**config.mk**
```make
export PLATFORM = sky130hd
export DESIGN_NAME = id_ex_stage
export DESIGN_NICKNAME = d
export VERILOG_FILES = /design/src/rtl/alu_pkg.sv /design/src/rtl/fwd_mux.sv /design/src/rtl/id_ex_stage.sv
export SDC_FILE = /design/constraint.sdc
export NUM_CORES = 1
export LEC_CHECK = 0
export ABC_CLOCK_PERIOD_IN_PS = 2000
export CAP_MARGIN = 20
export CORE_MARGIN = 5
export CORE_UTILIZATION = 59
export DETAILED_ROUTE_END_ITERATION = 7
export DONT_BUFFER_PORTS = 1
export PLACE_DENSITY = 0.78
export SYNTH_ARGS = -nofsm -noshare
export SYNTH_HDL_FRONTEND = slang
export SYNTH_SLANG_ARGS = --single-unit
```
**constraint.sdc**
```tcl
create_clock -name clk -period 2 [get_ports clk]
set_input_delay 0.3 -clock clk [delete_from_list [all_inputs] [get_ports clk]]
set_output_delay 0.3 -clock clk [all_outputs]
set_load 0.05 [all_outputs]
```
**src/rtl/alu_pkg.sv**
```systemverilog
// Shared ALU definitions for the RV32I core: op encoding and datapath sizes.
package alu_pkg;

  localparam int XLEN = 32;
  localparam int RA_W = 5;

  typedef enum logic [3:0] {
    ALU_ADD = 4'd0,
    ALU_SUB = 4'd1,
    ALU_AND = 4'd2,
    ALU_OR  = 4'd3,
    ALU_XOR = 4'd4,
    ALU_SLL = 4'd5,
    ALU_SRL = 4'd6,
    ALU_SLT = 4'd7,
    ALU_NOR = 4'd8,
    ALU_SRA = 4'd9
  } alu_op_e;

  // Highest encoding the ALU implements; anything above is illegal.
  localparam logic [3:0] ALU_OP_MAX = 4'd9;

endpackage

```
**src/rtl/fwd_mux.sv**
```systemverilog
// Operand forwarding mux: selects the freshest value of one source register.
// x0 is never forwarded; EX/MEM wins over MEM/WB.
module fwd_mux #(
  parameter int XLEN = 32,
  parameter int RA_W = 5
) (
  input  logic [RA_W-1:0] src_addr,
  input  logic [XLEN-1:0] src_data,
  input  logic            exm_reg_write,
  input  logic [RA_W-1:0] exm_rd_addr,
  input  logic [XLEN-1:0] exm_result,
  input  logic            wb_reg_write,
  input  logic [RA_W-1:0] wb_rd_addr,
  input  logic [XLEN-1:0] wb_result,
  output logic [XLEN-1:0] fwd_data
);

  // Priority select: x0 guard, then EX/MEM, then MEM/WB, then register data.
  always_comb begin
    fwd_data = src_data;
    if (src_addr != '0) begin
      if (exm_reg_write && (exm_rd_addr == src_addr)) begin
        fwd_data = exm_result;
      end else if (wb_reg_write && (wb_rd_addr == src_addr)) begin
        fwd_data = wb_result;
      end
    end
  end

endmodule

```
**src/rtl/id_ex_stage.sv**
```systemverilog
// ID/EX pipeline register of the RV32I core. Captures decoded operands and
// control, resolves forwarding and drives the ALU operands. Stall holds the
// slot (refreshing operand data with forwarded values), flush inserts a bubble.
module id_ex_stage #(
  parameter int XLEN = 32,
  parameter int RA_W = 5
) (
  input  logic            clk,
  input  logic            rst,
  input  logic            id_valid,
  input  logic [XLEN-1:0] id_pc,
  input  logic [XLEN-1:0] id_rs1_data,
  input  logic [XLEN-1:0] id_rs2_data,
  input  logic [XLEN-1:0] id_imm,
  input  logic [RA_W-1:0] id_rs1_addr,
  input  logic [RA_W-1:0] id_rs2_addr,
  input  logic [RA_W-1:0] id_rd_addr,
  input  logic [3:0]      id_alu_control,
  input  logic            id_op1_pc,
  input  logic            id_op2_imm,
  input  logic            id_reg_write,
  input  logic            stall,
  input  logic            flush,
  input  logic            exm_reg_write,
  input  logic [RA_W-1:0] exm_rd_addr,
  input  logic [XLEN-1:0] exm_result,
  input  logic            wb_reg_write,
  input  logic [RA_W-1:0] wb_rd_addr,
  input  logic [XLEN-1:0] wb_result,
  output logic            ex_valid,
  output logic [XLEN-1:0] operand1,
  output logic [XLEN-1:0] operand2,
  output logic [3:0]      alu_control,
  output logic [XLEN-1:0] ex_store_data,
  output logic [RA_W-1:0] ex_rd_addr,
  output logic            ex_reg_write,
  output logic            ex_illegal
);

  import alu_pkg::*;

  logic            vld_p0;
  logic [XLEN-1:0] pc_p0;
  logic [XLEN-1:0] rs1_data_p0;
  logic [XLEN-1:0] rs2_data_p0;
  logic [XLEN-1:0] imm_p0;
  logic [RA_W-1:0] rs1_addr_p0;
  logic [RA_W-1:0] rs2_addr_p0;
  logic [RA_W-1:0] rd_addr_p0;
  logic [3:0]      alu_ctrl_p0;
  logic            op1_pc_p0;
  logic            op2_imm_p0;
  logic            reg_write_p0;

  logic [XLEN-1:0] fwd_rs1;
  logic [XLEN-1:0] fwd_rs2;

  // ---- ID -> EX boundary: reset, flush bubble, stall hold with forward refresh, load
  always_ff @(posedge clk) begin
    if (rst) begin
      vld_p0       <= 1'b0;
      pc_p0        <= '0;
      rs1_data_p0  <= '0;
      rs2_data_p0  <= '0;
      imm_p0       <= '0;
      rs1_addr_p0  <= '0;
      rs2_addr_p0  <= '0;
      rd_addr_p0   <= '0;
      alu_ctrl_p0  <= ALU_ADD;
      op1_pc_p0    <= 1'b0;
      op2_imm_p0   <= 1'b0;
      reg_write_p0 <= 1'b0;
    end else if (flush) begin
      vld_p0 <= 1'b0;
    end else if (stall) begin
      // Keep a value retiring from WB during the stall; it will be gone later.
      rs1_data_p0 <= fwd_rs1;
      rs2_data_p0 <= fwd_rs2;
    end else begin
      vld_p0       <= id_valid;
      pc_p0        <= id_pc;
      rs1_data_p0  <= id_rs1_data;
      rs2_data_p0  <= id_rs2_data;
      imm_p0       <= id_imm;
      rs1_addr_p0  <= id_rs1_addr;
      rs2_addr_p0  <= id_rs2_addr;
      rd_addr_p0   <= id_rd_addr;
      alu_ctrl_p0  <= id_alu_control;
      op1_pc_p0    <= id_op1_pc;
      op2_imm_p0   <= id_op2_imm;
      reg_write_p0 <= id_reg_write;
    end
  end

  // ---- EX: forwarding and operand selection (combinational to the ALU)
  fwd_mux #(.XLEN(XLEN), .RA_W(RA_W)) u_fwd_rs1 (
    .src_addr      (rs1_addr_p0),
    .src_data      (rs1_data_p0),
    .exm_reg_write (exm_reg_write),
    .exm_rd_addr   (exm_rd_addr),
    .exm_result    (exm_result),
    .wb_reg_write  (wb_reg_write),
    .wb_rd_addr    (wb_rd_addr),
    .wb_result     (wb_result),
    .fwd_data      (fwd_rs1)
  );

  fwd_mux #(.XLEN(XLEN), .RA_W(RA_W)) u_fwd_rs2 (
    .src_addr      (rs2_addr_p0),
    .src_data      (rs2_data_p0),
    .exm_reg_write (exm_reg_write),
    .exm_rd_addr   (exm_rd_addr),
    .exm_result    (exm_result),
    .wb_reg_write  (wb_reg_write),
    .wb_rd_addr    (wb_rd_addr),
    .wb_result     (wb_result),
    .fwd_data      (fwd_rs2)
  );

  assign ex_valid      = vld_p0;
  assign operand1      = op1_pc_p0  ? pc_p0  : fwd_rs1;
  assign operand2      = op2_imm_p0 ? imm_p0 : fwd_rs2;
  assign alu_control   = alu_ctrl_p0;
  assign ex_store_data = fwd_rs2;
  assign ex_rd_addr    = rd_addr_p0;
  assign ex_reg_write  = vld_p0 & reg_write_p0;
  assign ex_illegal    = vld_p0 & (alu_ctrl_p0 > ALU_OP_MAX);

endmodule

```
==> metrics.md, run 1 <==
| Metric | Value |
|---|---|
| Status | did not finish |
| Stopping stage | 4_1_cts |
| Err | [ERROR DPL-0033] detailed placement checks failed during check placement. |
| Chip height | 138 µm |
| Xor/xnor share of the synthesized area | 1.81% |
| Yosys cell types | 48 |
| Resized cells post-CTS | 59 |
| Largest cells by area after synthesis | dfxtp_1 (31%), a21oi_1 (8.8%), nand2_1 (6.8%) |
| Simple logic cell fraction of the synthesized area | between 20% and 30% |
| Setup Buffers After CTS | 31 |
| Synth area leader | dfxtp_1 |
| Mux cell area share after synthesis | less than 1% |
| Hpwl dp | 31700 µm |
| Num CTS Buffers | 17 |
| Place WS | -0.797 ns |
| # hold bufs at CTS | 39 |
| Post-synthesis sequential area ratio | 31.3% |
| Root buffer cell | clkbuf_16 |
| Clk buf depth | 2 |
| Initial Util | roughly three fifths |
| Share of flip-flops with an asynchronous set or reset | 0% |
| Area after DPL | between 0.01 and 0.015 mm² |
| Port bufs | 0 |
| Main combinational cell family by area after synthesis | compound AO/OA/AOI/OAI gates |
| Count leader, synth | nand2_1 |
| Syn avg cell area | around 7.3 µm² |
| Die W | roughly 140 µm |
| Adder-cell area share of the yosys netlist | 0% |
| Ys flop type | dfxtp_1 |
| EDFF count, synth | 0 |
| Top-area cell type share of the netlist area | between 30% and 40% |
| Yosys reg bits | 151 |
| GPL Wtd Cong | just over 1 |
| Syn Nets | ~1600 |
| Syn. warnings | 0 |
| Synth top cells by count | nand2_1 (174), a21oi_1 (169), dfxtp_1 (151) |
| # rows | 46 |
| Top Ports | roughly 340 |
| Syn Inst Count | around 1300 |
| H-tree Lvls | 4 |
| Clock sinks | approximately 150 |
| Compound-Gate Fraction of Synth Area | 36.6% |
| Mapped Area | approximately 0.0097 mm² |
-- cells by family after synthesis --
kind of cell	after synthesis
multiplexers	1
XOR/XNOR	20
flip-flops	151
buffers and inverters	206
AO/OA/AOI/OAI	514
AND/OR/NAND/NOR	434
-- through the flow --
step / hold WS [ns] / instances / utilization [%] / setup TNS [ns]
after floorplan: 0.426 / 1326 / - / -13.25
after global placement: 0.387 / 1611 / 86.0 / -66.00
after detailed placement: 0.384 / 1611 / 86.0 / -73.16
==> inputs of run 2 (changes only) <==
ABC_CLOCK_PERIOD_IN_PS = 2600   (was 2000)
CORE_UTILIZATION = 40   (was 59)
PLACE_DENSITY = unset   (was 0.78)
PLACE_DENSITY_LB_ADDON = 0.15   (was unset)
clock period = 2.6 ns   (was 2 ns; I/O delays follow)
==> metrics.md, run 2 <==
| Metric | Value |
|---|---|
| Yosys cell types | 48 (unchanged) |
| Syn. warnings | 0 (unchanged) |
| Setup ws final | -0.414 ns |
| Maxcap violations | 0 |
| Worst slew pin tran | 1.03 ns |
| Num CTS Buffers | 17 (unchanged) |
| ANT nets after route | 0 |
| Port bufs | 0 (unchanged) |
| RSZ-0062 raised after global routing | yes |
| Clock sinks | 151 (unchanged) |
| DRC | 0 |
| Worst skew pair latency | around 0.44 ns |
| Share of flip-flops with an asynchronous set or reset | 0% (unchanged) |
| Yosys reg bits | 151 (unchanged) |
| Total number of vias | around 11000 |
| Hpwl dp | 29700 µm (was 31700 µm) |
| Post-DR wirelength/cell | between 20 and 30 µm |
| Syn avg cell area | 7.29 µm² (unchanged) |
| Hold Vio Cnt, Final | 0 |
| Skew final | between 0.01 and 0.015 ns |
| Min Tclk post-route | between 3 and 4 ns |
| Setup Viol. Count Final | between 90 and 100 |
| Syn Inst Count | 1326 (unchanged) |
| First-pass GRT wire length | 60900 µm |
| Final std cells w/o fill | 1723 |
| Pleak | ~4.8 nW |
| Power Dens Cells | slightly above 500 mW/mm² |
| Flop-to-flop setup slack | roughly 0.01 ns |
| Core footprint | approximately 0.024 mm² |
| Clk buf depth | 2 (unchanged) |
| CP Class | reg -> out |
| Worst-path clk slew | 0.07 ns |
| GPL Wtd Cong | 0.937 (was 1.01) |
| Synth area leader | dfxtp_1 (unchanged) |
| Most frequent cells in the layout | nand2_1 (174), a21oi_1 (169), dfxtp_1 (143) |
| Layout cells sized above 1 | 26.6% |
| Count leader, synth | nand2_1 (unchanged) |
| Final Slew Violations | 0 |
| Ys flop type | dfxtp_1 (unchanged) |
| Drt via density | approximately 6.3 |
| Slew headroom | between 30% and 40% |
| Mapped Area | 0.00966 mm² (unchanged) |
| Core Util, Final | approximately three fifths |
| Chip height | 165 µm (was 138 µm) |
| Tightest Hold Check Type | in -> reg |
| Starting DRC count in detailed routing | about 1400 |
| Placed Cells | 1650 (was 1611) |
| Fill count | between 2000 and 2500 |
| Syn-to-layout area delta | 43.0% |
| Crit path launch type | flip-flop |
| Hold Slack | between 0.02 and 0.03 ns |
| Top-area cell type share of the netlist area | 31.3% (unchanged) |
| Initial antenna violation count | 14 |
| Largest net degree at the start of global routing | 153 |
| Routed wire length | 44500 µm |
| Initial Util | 40.9% (was 60.4%) |
| Synth top cells by count | nand2_1 (174), a21oi_1 (169), dfxtp_1 (151) (unchanged) |
| Max FO, Critical Path | 16 |
| Worst EP arrival | about 2.6 ns |
| # rows | 56 (was 46) |
| Number of global-route vias before repair | between 9000 and 10000 |
| Critical Path RT | about 2.2 ns |
| DRT Pass-1 Iters | 6 |
| Die W | 165 µm (was 138 µm) |
| Crit share post-route | 116% |
| Largest cells by area after synthesis | dfxtp_1 (31%), a21oi_1 (8.8%), nand2_1 (6.8%) (unchanged) |
| EDFF count, synth | 0 (unchanged) |
| Status | finished with violations (was did not finish) |
| GRT Overall Usage | between 20 and 30% |
| Root buffer cell | clkbuf_16 (unchanged) |
| Syn Nets | 1557 (unchanged) |
| Top Ports | 339 (unchanged) |
| H-tree Lvls | 4 (unchanged) |
| CTS tree | done |
| Commonest non-fill, non-tap cell in the layout | nand2_1 |
| Worst vdd ir | 0.377 mV |
| Nets | about 1600 |
| Post-synthesis sequential area ratio | 31.3% (unchanged) |
| Global route overflow | 0 |
| CP Capture Type | output port |
| Final Power | 7.13 mW |
| Die area | ~0.027 mm² |
| Failing checks | negative setup slack |
| F_max | 0.332 GHz |
## run 2: final cells by class
type                    instances  area, µm²  share of cell area [%]
well taps                     319        399                    2.89
repair buffers                179       2800                    20.3
clock inverters                14        164                    1.19
flip-flops and latches        151       3040                    22.0
inverters                      64        240                    1.74
multi-input cells             969       6720                    48.6
clock buffers                  18        429                    3.11
diodes                          9       22.5                   0.163
## run 2: power breakdown
part	switching (mW)	internal [mW]
Clock	1.16	1.45
Combinational	1.17	0.816
Sequential	0.112	2.43
Total	2.44	4.69
## run 2: worst max-delay path, cell delays in order, from the launching register on
cell      delay, ns
dfxtp_2        0.34
xor2_2         0.18
nor4_4         0.39
buf_4          0.19
a221oi_4       0.10
buf_12         0.18
a222oi_1       0.46
o31ai_2        0.16
buf_6          0.19
## run 2: metal layers
layer / vias up / global-route usage, % / wire length [µm]
met2: 662 / 42.9 / 20000
met4: 12 / 9.82 / 1190
li1: 5012 / - / -
met1: 5061 / 41.0 / 18300
met5: - / 0 / 68
met3: 77 / 8.29 / 4900
## run 2: timing repair
action,in CTS,in global routing
resized for setup,121,62
hold buffers,0,1
pin swaps,61,58
cloned,2,12
setup buffers,7,13
endpoints found under the setup margin,97,106
hold endpoints to repair,0,2
## run 2: cells by family (layout without fill, tap and decap cells)
family,Yosys count,count (layout),share of synthesized area (%)
DFF,151,151,31.3
xor gates and xnor gates,20,20,1.81
buffers and inverters,206,275,8.87
muxes,1,1,0.104
other,0,9,0
AOI/OAI and AO/OA,514,514,36.6
and+or+nand+nor,434,434,21.3
## run 2: stage by stage
step / setup TNS [ns] / instance area (µm²) / setup slack [ns]
4_1_cts: -24.12 / 13000 / -0.323
6_report: -27.89 / 13800 / -0.414
2_1_floorplan: -0.0780 / 9820 / -0.00916
5_1_grt: -37.49 / 13800 / -0.551
3_5_place_dp: -0.135 / 11800 / -0.0225
3_3_place_gp: 0 / 11800 / 0.00105
## run 2: worst paths after layout
path / from / to / depth (start not counted)
min: rst / imm_p0[5] / 1
max reg2reg: rs2_addr_p0[3] / rs2_data_p0[29] / 8
min reg2reg: imm_p0[10] / imm_p0[10] / 2
max: rs2_addr_p0[3] / operand2[6] / 8
Power figures use the tool's default switching activity.
==> inputs of run 3 (changes only) <==
CORE_MARGIN = unset   (was 5)
==> metrics.md, run 3 (synthesis results as in run 2) <==
| Metric | Value |
|---|---|
| Status | finished with violations (unchanged) |
| Failing checks | negative setup slack (unchanged) |
| RSZ-0062 raised after global routing | yes (unchanged) |
| Worst slew pin tran | 0.577 ns (was 1.03 ns) |
| Global route overflow | 0 (unchanged) |
| Num CTS Buffers | 17 (unchanged) |
| First-pass GRT wire length | 61500 µm (was 60900 µm) |
| Final Slew Violations | 0 (unchanged) |
| Slew headroom | 61.5% (was 31.5%) |
| Worst-path clk slew | 0.07 ns (about the same) |
| Worst r2r dst | rs2_data_p0[27] (was rs2_data_p0[29]) |
| Syn-to-layout area delta | 36.2% (was 43.0%) |
| Critical Path RT | 2.21 ns (about the same) |
| Die area | 0.0248 mm² (was 0.0274 mm²) |
| Top Ports | 339 (unchanged) |
| Power Dens Cells | 524 mW/mm² (was 516 mW/mm²) |
| Worst vdd ir | 0.361 mV (was 0.377 mV) |
| CTS tree | done (unchanged) |
| Maxcap violations | 0 (unchanged) |
| DRT Pass-1 Iters | 8 (was 6) |
| Starting DRC count in detailed routing | 1043 (was 1395) |
| Hpwl dp | 28400 µm (was 29700 µm) |
| Max FO, Critical Path | 19 (was 16) |
| Final Power | 6.90 mW (was 7.13 mW) |
| Most frequent cells in the layout | nand2_1 (174), a21oi_1 (169), dfxtp_1 (145) (was nand2_1 (174), a21oi_1 (169), dfxtp_1 (143)) |
| Setup Viol. Count Final | 96 (unchanged) |
| Number of global-route vias before repair | 10063 (was 9944) |
| Flop-to-flop setup slack | 0.40 ns (was 0.01 ns) |
| Core Util, Final | 55.7% (was 58.5%) |
| Initial antenna violation count | 11 (was 14) |
| DRC | 0 (unchanged) |
| Crit path launch type | flip-flop (unchanged) |
| Die W | 157 µm (was 165 µm) |
| Core footprint | 0.0236 mm² (unchanged) |
| Min-delay src | rst (unchanged) |
| Drt via density | 6.26 (was 6.28) |
| F_max | 0.344 GHz (was 0.332 GHz) |
| Fin area | 0.0132 mm² (was 0.0138 mm²) |
| # rows | 56 (unchanged) |
| Port bufs | 0 (unchanged) |
| Setup ws final | -0.309 ns (was -0.414 ns) |
| Tightest Hold Check Type | in -> reg (unchanged) |
| # hold bufs at CTS | 0 (unchanged) |
| ANT nets after route | 0 (unchanged) |
| Place WS | 0.0987 ns (was -0.0225 ns) |
| Skew final | 0.00983 ns (was 0.0102 ns) |
| Min Tclk post-route | 2.91 ns (was 3.01 ns) |
| Worst EP arrival | 2.52 ns (was 2.62 ns) |
| Initial Util | 40.9% (unchanged) |
| Hold Slack | 0.0413 ns (was 0.0293 ns) |
| Root buffer cell | clkbuf_16 (unchanged) |
| CP Capture Type | output port (unchanged) |
| CP Class | reg -> out (unchanged) |
| H-tree Lvls | 4 (unchanged) |
| Post-DR wirelength/cell | 24.4 µm (was 25.8 µm) |
| Largest net degree at the start of global routing | 153 (unchanged) |
| Worst reg2reg startpoint | rs2_addr_p0[1] (was rs2_addr_p0[3]) |
| Hold Path End | imm_p0[5] (unchanged) |
| Layout cells sized above 1 | 24.7% (was 26.6%) |
| GPL Wtd Cong | 0.971 (was 0.937) |
| Nets | 1598 (was 1613) |
| Area after DPL | 0.0114 mm² (was 0.0118 mm²) |
| Crit share post-route | 112% (was 116%) |
| Clock sinks | 151 (unchanged) |
| Routed wire length | 41700 µm (was 44500 µm) |
| Reg2reg path depth | 8 (unchanged) |
| Hold path cells | 1 (unchanged) |
| Pleak | 4.63 nW (was 4.84 nW) |
| Total number of vias | 10715 (was 10824) |
| GRT Overall Usage | 32.9% (was 29.2%) |
| Commonest non-fill, non-tap cell in the layout | nand2_1 (unchanged) |
| Worst skew pair latency | 0.42 ns (was 0.44 ns) |
| Hold Vio Cnt, Final | 0 (unchanged) |
| Clk buf depth | 2 (unchanged) |
| Chip height | 157 µm (was 165 µm) |
==> run 3: cell count changes in the layout (fill, tap and decap cells not counted), sizes merged <==
cell         before  now
buf             170  161
bufbuf            0    1
bufinv            2    1
clkbuf           26   20
clkinv            4    6
diode             9   12
dlygate4sd3       1    0
inv              71   70
==> run 3: routing by layer <==
| metal | vias to the layer above | global-route usage [%] | part of all wire (%) |
|---|---|---|---|
| li1 | 4971 | - | - |
| met1 | 5079 | 45.7 | 43 |
| met2 | 591 | 49.5 | 44 |
| met3 | 72 | 8.12 | 9.6 |
| met4 | 2 | 10.7 | 2.7 |
| met5 | - | 0 | 0.026 |
==> run 3: critical path: stages, from the launching register on <==
cell and delay [ns]:
dfxtp_4 0.36, xor2_2 0.19, nor4_4 0.36, buf_12 0.18
buf_12 0.14, and3_1 0.20, nor2_2 0.09, o31ai_2 0.35
buf_6 0.21
==> run 3: report_power, final <==
group          switching (mW)  total [mW]  internal, mW
Sequential              0.119        2.54          2.43
Clock                    1.14        2.51          1.37
Combinational            1.13        1.84         0.712
Total                    2.39        6.90          4.51
==> run 3: cell type report <==
class	count	area, µm²
Fill cell	2205	10500
Multi-Input combinational cell	969	6650
Sequential cell	151	3040
Timing Repair Buffer	164	2230
Clock buffer	18	439
Tap cell	319	399
Inverter	64	240
Clock inverter	14	140
Antenna cell	12	30.0
==> run 3: worst max path at each step <==
stage	slack, ns	cells after the start	startpoint	to
2_1_floorplan	-0.009	7	exm_rd_addr[3]	ex_store_data[23]
3_3_place_gp	0.14	8	exm_rd_addr[3]	operand2[6]
5_1_grt	-0.42	8	rs2_addr_p0[1]	operand2[17]
3_5_place_dp	0.1	8	exm_rd_addr[3]	operand2[20]
6_report	-0.31	8	rs2_addr_p0[1]	operand2[17]
4_1_cts	-0.28	7	rs1_addr_p0[0]	operand1[0]
==> run 3: through the flow <==
stage,TNS (ns),cells
3_5_place_dp,0,1651
5_1_grt,-29.84,1707
3_3_place_gp,0,1651
2_1_floorplan,-0.0780,1326
6_report,-23.04,1711
4_1_cts,-21.98,1697
==> run 3: what timing repair did <==
item,CTS,global route
cloned,6,2
pin swaps,55,14
resized for setup,155,32
buffers inserted,8,0
setup endpoints to repair,96,96
